<file path="src/rtl/max_pool_ctrl.sv">
// 2x2 max-pool controller: raster pixels in, one max per 2x2 block out.
// Optional MAX_POOL_STATS_EN adds a saturating pool_count output.
module max_pool_ctrl #(
    parameter int IMG_W = 8,
    parameter int IMG_H = 8
) (
    input  logic        clk,
    input  logic        rst,
    input  logic        start,
    output logic        busy,
    input  logic        in_valid,
    input  logic [7:0]  in_pixel,
    output logic        in_ready,
    output logic        out_valid,
    output logic [7:0]  out_pixel,
    input  logic        out_ready,
    output logic        frame_done
`ifdef MAX_POOL_STATS_EN
    ,
    output logic [15:0] pool_count
`endif
);

    localparam int CW = $clog2(IMG_W);
    localparam int RW = $clog2(IMG_H);

    typedef enum logic [1:0] {
        IDLE,
        EVEN_ROW,
        ODD_ROW,
        DONE
    } state_t;

    state_t          state_q;
    logic [CW-1:0]   col_q;
    logic [RW-1:0]   row_q;
    logic [7:0]      hold_q;
    logic            out_valid_q;
    logic [7:0]      out_pixel_q;
    logic [7:0]      lb_q [IMG_W];

    logic            in_frame;
    logic            in_ready_d;
    logic            accept;
    logic            col_last;
    logic            row_last;
    logic            load_d;
    logic [CW-1:0]   pair_idx;
    logic [7:0]      max_top;
    logic [7:0]      max_bot;
    logic [7:0]      max_d;

    function automatic logic [7:0] max2(input logic [7:0] a,
                                        input logic [7:0] b);
        return (a > b) ? a : b;
    endfunction

    // Handshake decode and the 2x2 comparator tree for the current block
    always_comb begin
        in_frame   = (state_q == EVEN_ROW) || (state_q == ODD_ROW);
        in_ready_d = in_frame && !(out_valid_q && !out_ready);
        accept     = in_valid && in_ready_d;
        col_last   = (col_q == CW'(IMG_W - 1));
        row_last   = (row_q == RW'(IMG_H - 1));
        load_d     = accept && (state_q == ODD_ROW) && col_q[0];
        pair_idx   = col_q ^ CW'(1);
        max_top    = max2(lb_q[pair_idx], lb_q[col_q]);
        max_bot    = max2(hold_q, in_pixel);
        max_d      = max2(max_top, max_bot);
    end

    // Frame FSM with raster counters, hold register and output register
    always_ff @(posedge clk or posedge rst) begin
        if (rst) begin
            state_q     <= IDLE;
            col_q       <= '0;
            row_q       <= '0;
            hold_q      <= '0;
            out_valid_q <= 1'b0;
            out_pixel_q <= '0;
        end else begin
            if (load_d) begin
                out_valid_q <= 1'b1;
                out_pixel_q <= max_d;
            end else if (out_valid_q && out_ready) begin
                out_valid_q <= 1'b0;
            end
            case (state_q)
                IDLE: begin
                    if (start) begin
                        state_q <= EVEN_ROW;
                        col_q   <= '0;
                        row_q   <= '0;
                    end
                end
                EVEN_ROW, ODD_ROW: begin
                    if (accept) begin
                        if (state_q == ODD_ROW && !col_q[0])
                            hold_q <= in_pixel;
                        if (col_last) begin
                            col_q <= '0;
                            if (row_last) begin
                                row_q   <= '0;
                                state_q <= DONE;
                            end else begin
                                row_q   <= row_q + 1'b1;
                                state_q <= (state_q == EVEN_ROW) ?
                                           ODD_ROW : EVEN_ROW;
                            end
                        end else begin
                            col_q <= col_q + 1'b1;
                        end
                    end
                end
                DONE:    state_q <= IDLE;
                default: state_q <= IDLE;
            endcase
        end
    end

    // Line buffer holds the even row; contents are never reset
    always_ff @(posedge clk) begin
        if (accept && state_q == EVEN_ROW)
            lb_q[col_q] <= in_pixel;
    end

`ifdef MAX_POOL_STATS_EN
    logic [15:0] cnt_q;

    // Count delivered outputs, saturating, cleared when a frame starts
    always_ff @(posedge clk or posedge rst) begin
        if (rst)
            cnt_q <= '0;
        else if (state_q == IDLE && start)
            cnt_q <= '0;
        else if (out_valid_q && out_ready && cnt_q != 16'hFFFF)
            cnt_q <= cnt_q + 16'd1;
    end

    assign pool_count = cnt_q;
`endif

    assign busy       = (state_q != IDLE);
    assign frame_done = (state_q == DONE);
    assign in_ready   = in_ready_d;
    assign out_valid  = out_valid_q;
    assign out_pixel  = out_pixel_q;

endmodule

</file>
<file path="config.mk">
export PLATFORM = sky130hd
export DESIGN_NAME = max_pool_ctrl
export DESIGN_NICKNAME = d
export VERILOG_FILES = /design/src/rtl/max_pool_ctrl.sv
export SDC_FILE = /design/constraint.sdc
export NUM_CORES = 1
export LEC_CHECK = 0
export ABC_AREA = 1
export BUFFER_PORTS_ARGS = -buffer_cell sky130_fd_sc_hd__buf_2
export CAP_MARGIN = 40
export CORE_ASPECT_RATIO = 1.5
export CORE_MARGIN = 1
export CORE_UTILIZATION = 45
export DETAILED_ROUTE_END_ITERATION = 8
export SETUP_SLACK_MARGIN = 0.3
export SLEW_MARGIN = 30
export SYNTH_ARGS = -nofsm -noshare
export SYNTH_HDL_FRONTEND = slang
export SYNTH_SLANG_ARGS = --single-unit
export TNS_END_PERCENT = 50
</file>
<file path="constraint.sdc">
create_clock -name clk -period 3.9 [get_ports clk]
set_input_delay 0.39 -clock clk [delete_from_list [all_inputs] [get_ports clk]]
set_output_delay 0.39 -clock clk [all_outputs]
set_load 0.01 [all_outputs]
</file>
**After elaboration in Yosys (flattened, before gate mapping)**

Memory sizes are Yosys's and may differ from the RTL's.
Index checks and enable logic that the tools add are counted.

- Divide/modulo/power cells: 0
- Magnitude comparators: 3
- Muxes and demuxes: 21
- $mul: 0
- $add $sub $neg: 2
- Bitwise operators: 1
- Reduce and logical (&&, ||, !) cells: 21
- Equality and inequality tests: 8
- Shifts and indexed selects: 0

Operators with widths:

| cell | number |
|---|---|
| 8-bit > comparator | 3 |
| 8-bit two-way mux | 3 |
| 3-bit two-way mux | 6 |
| 3-bit one-hot mux with 2 select lines | 2 |
| 2-bit two-way mux | 5 |
| 3-bit AND reduction | 3 |
| 1-bit logical AND | 8 |
| 3-bit by 1-bit adder with 3-bit output (second input constant) | 2 |
| 3-bit == test (second input constant) | 2 |
| 2-bit inequality test (second input constant) | 3 |
| 2-bit one-hot mux with 3 select lines | 1 |
| 2-bit nonzero test | 3 |
| 2-bit == test (second input constant) | 2 |
| 1-bit two-way mux | 4 |
| 4-bit AND reduction | 1 |
| 1-bit zero test | 3 |
| 2-bit by 1-bit == test with 1-bit output (second input constant) | 1 |
| 2-bit zero test | 1 |
| 2-bit OR reduction | 1 |
| 1-bit logical OR | 1 |
| 1-bit inverter | 1 |

- Word-level logic and storage cells: 63
- Bits in latches: 0
- Memory bits (read-only): 0
- Memories: 1
- Bits of input ports: 13
- Register bits: 25
- Output and inout bits: 12
- RAM bits: 64

Memories:

| memory | depth | width | read ports | clocked after Yosys merged registers in | wr ports | line | text |
|---|---|---|---|---|---|---|---|
| lb_q | 8 | 8 | 2 | 0 | 1 | 40 | `logic [7:0] lb_q [IMG_W];` |

**Logic depth before layout (Yosys ltp)**

- Depth in word-level cells: 8
- Mapped depth: 32
- Mapped depth without buffers: 30

**Worst setup path after synthesis**

OpenSTA, ideal clock, no wires.

- Path kind: flip-flop to flip-flop
- Start point: reg col_q[0]
- End point: reg out_pixel_q[0] (netlist: out_pixel[0])
- Cell stages (with the launch flop): 29
- Clock period less this slack: 3.427 ns
- Path buffers: 2
- Data required time: 3.783 ns
- Arrival: 3.309 ns
- Library setup time: 0.117 ns
- Setup slack: 0.473 ns
- Cell sequence: dfrtp_1 buf_4 inv_4 buf_4 nand2_1 nand2_1 nand2_1 nand2_1 nand2_1 nand2_1 inv_1 ha_1 nand2_1 nor2_1 nand2_1 nand2_1 nand2_1 nand2_1 nand2_1 ha_1 inv_1 o21bai_1 nand2_1 nand2_1 nand2_1 a21boi_1 nand3_1 nand3_1 nand2_1

- Word-level cells in the longest chain between the ends: 6
- Elaborated cells between the ends (all ways): 7
- Classes of those cells: 2 x order compare; 2 x mux; 1 x bitwise; 1 x reduce/logical; 1 x memory

Ends and longest elaborated chain:

| item | line | text |
|---|---|---|
| from (decl) | 35 | `logic [CW-1:0] col_q;` |
| from (signal assigned) | 111 | `col_q <= col_q + 1'b1;` |
| 1-bit inverter (no source line) | n/a |  |
| memory read 8 x 8 bit | n/a |  |
| 8-bit > comparator | 55 | `return (a > b) ? a : b;` |
| 8-bit two-way mux | 55 |  |
| 8-bit > comparator | 55 |  |
| 8-bit two-way mux | 55 |  |
| to (signal assigned) | 84 | `out_pixel_q <= max_d;` |
| to (decl) | 39 | `logic [7:0] out_pixel_q;` |

Several ways; a longest one is shown, not always the timed one.
A chain may end at the register's enable or synchronous reset.

**Worst setup path in the final report**

- Start point: reg col_q[0]
- End point: reg out_pixel_q[6] (netlist: out_pixel[6])

The elaborated chain is that of the path after synthesis.

==> summary.md <==
| Metric | Value |
|---|---|
| Outcome | finished clean |
| Vias post-DR | 5184 |
| DPL Wire Length | 10300 um |
| Worst Path Class, Setup | reg -> reg |
| Gpl congestion | 0.916 |
| Grt ovf | 0 |
| Max frequency | about 270 MHz |
| Slew Viols, Final | 0 |
| Synth-to-Final Area Change | 28.7% |
| H-tree Lvls | 3 |
| Final setup vio count | 0 |
| Vias in the first global route | 4764 |
| R2r startpoint | col_q[0]$_DFFE_PP0P_ |
| Period utilization | a little over nine tenths |
| Final Skew | 0.00933 ns |
| Arrival time worst endpoint | 3.91 ns |
| Mapped Cells | ~700 |
| Synth cell types | 33 |
| Worst-Margin Slew | around 0.9 ns |
| Syn_area_per_cell | approximately 7.8 um2 |
| Share of the yosys chip area belonging to registers | a little under half |
| Max Cap Viol | 0 |
| Setup crit end kind | flop |
| Clk sink count | a little under 90 |
| Utilization after layout | between 50% and 60% |
| Syn_nets | 755 |
| Critical Path Start | col_q[0]$_DFFE_PP0P_ |
| Synthesized flop and latch total | between 80 and 90 |
| Final Hold Viols | 0 |
| Fin Hold WS | ~0.093 ns |
| Die width | just over 90 um |
| Root cell of the clock tree | clkbuf_16 |
| Number of DRC markers in iteration 0 | about 370 |
| RSZ-0062 raised after global routing | yes |
| Antenna-violating nets left | 0 |
| Max incr delay on CP | roughly 0.55 ns |
| WP data required | around 4.1 ns |
| Most frequent cells in the layout | nand2_1, edfxtp_1, buf_4 |
| Drt pass-1 iters | 7 |
| Fin crit period | around 3.7 ns |
| DP Worst Slack | 0.0562 ns |
| Most common cell after layout, fill and taps aside | nand2_1 |
| Top cell by count, worst path | nand2_1 |
| Gr usage total | 24.9% |
| Core ar. | ~12000 um2 |
| Initial core utilization | 46.1% |
| Vias per Instance | about 5.6 |
| CP max stage cell | dfrtp_4 |
| Max FO, Critical Path | 8 |
| Initial antenna violation count | 0 |
| Design Area, Final | between 7000 and 8000 um2 |
| Routed len/inst | about 18 um |
| Largest buffer count on any clock path | 2 |
| Worst-Skew Late Latency | about 0.35 ns |
| Row Count | 49 |
| Slew headroom | 41.2% |
| Type of origin of the critical path | flop |
| Post-Syn Area | between 5000 and 6000 um2 |
| Residual DRC | 0 |
| Setup WS post-layout | ~0.23 ns |
| Die Area | ~13000 um2 |
| Ant diodes | 0 |
| Hold Path Class | in -> async |
| Final net count | 820 |
| TritonCTS clock tree | done |
| Buffers on Ports | 24 |
| Largest net degree at the start of global routing | 30 |
| Cts bufs inserted | 9 |
| Placed Area | around 5900 um2 |
| Fill cells | about 1.1k |
| Area occupied by multi-input gates | 3080 um2 |
| Die Span Y | between 100 and 150 um |
| Clk slew on worst S/H paths | about 0.06 ns |
| Io pins | 25 |
| Reg area | about 2600 um2 |
| Share of cells above drive strength 1 | between 20 and 30% |
| DRT Wirelength | 16800 um |
| First-pass GRT wire length | 23800 um |
| Yosys warns | 0 |
==> stage by stage <==
step                instances  TNS [ns]
global placement          879         0
global route              933  -0.00427
detailed placement        879         0
floorplan                 710         0
CTS                       907         0
finish                    933         0
==> logic make-up after synthesis <==
kind of cell    share of synthesized area (%)
compound gates                           3.50
fa+ha+maj                                7.23
buf+inv                                  6.31
flops                                    46.0
simple gates                             36.9
==> metal layers <==
| layer | vias to the layer above | wire (um) | GRT usage, % | share of wire [%] |
|---|---|---|---|---|
| li1 | 2450 | - | - | - |
| met1 | 2496 | 6280 | 27.4 | 37 |
| met2 | 186 | 8940 | 47.6 | 53 |
| met3 | 52 | 810 | 3.09 | 4.8 |
| met4 | 0 | 777 | 10.7 | 4.6 |
| met5 | - | 0 | 0 | 0 |
==> worst max-delay path, delay by kind of cell, from the launching register on <==
| kind | cells | cell delay (ns) |
|---|---|---|
| simple gates | 21 | 1.56 |
| buf+inv | 5 | 0.67 |
| fa+ha+maj | 2 | 0.59 |
| flops | 1 | 0.55 |
| compound gates | 1 | 0.19 |
==> path summary, 6_finish.rpt <==
kind	depth (start not counted)	end	slack, ns
hold reg to reg	2	out_pixel[0]$_DFFE_PP0P_	0.49
hold / removal	2	hold_q[6]$_DFFE_PP0P_	0.09
setup reg to reg	29	out_pixel[6]$_DFFE_PP0P_	0.23
min in group clk	2	out_valid$_DFFE_PP0P_	0.24
setup / recovery	29	out_pixel[6]$_DFFE_PP0P_	0.23
max in group asynchronous	2	col_q[0]$_DFFE_PP0P_	3.39
==> flip-flops by register name, summed over array words and instances, names as in the netlist <==
name / cells
col_q: 3
out_pixel: 8
hold_q: 8
lb_q: 64
out_valid: 1
state_q: 2
row_q: 3
==> area by class of cell <==
class                   instances  area share (%)
multi-input cells             552            43.2
flip-flops and latches         89            35.8
repair buffers                 82            10.9
clock buffers                  12            3.62
well taps                     153            2.69
inverters                      38            2.18
repair inverters                3           0.861
clock inverters                 4           0.720
==> Yosys cell counts, drive strengths merged <==
master  count  area share [%]
nand2     373              25
edfxtp     64              35
nand3      45             4.1
inv        38             2.6
ha         32             7.2
buf        29             3.5
nor2       26             2.3
dfrtp      25              11
nand4      24             2.9
a21oi      17             1.6
o21ai      12             1.1
and2        8            0.90
nor4        8            0.90
a21o        2            0.27
clkbuf      2            0.14
a21boi      1            0.14
nor3b       1            0.34
o211ai      1            0.14
o21a        1            0.14
o21bai      1            0.14
==> timing repair <==
action / 4_1_cts / 5_1_grt
setup endpoints to repair: 8 / 8
hold buffers: 0 / 0
gates cloned: 6 / 6
buffers inserted: 6 / 20
pin swaps: 6 / 45
resized for setup: 27 / 85
Power is not shown: default switching activity piles up to over one toggle a cycle in this logic, so the estimate is an artifact.
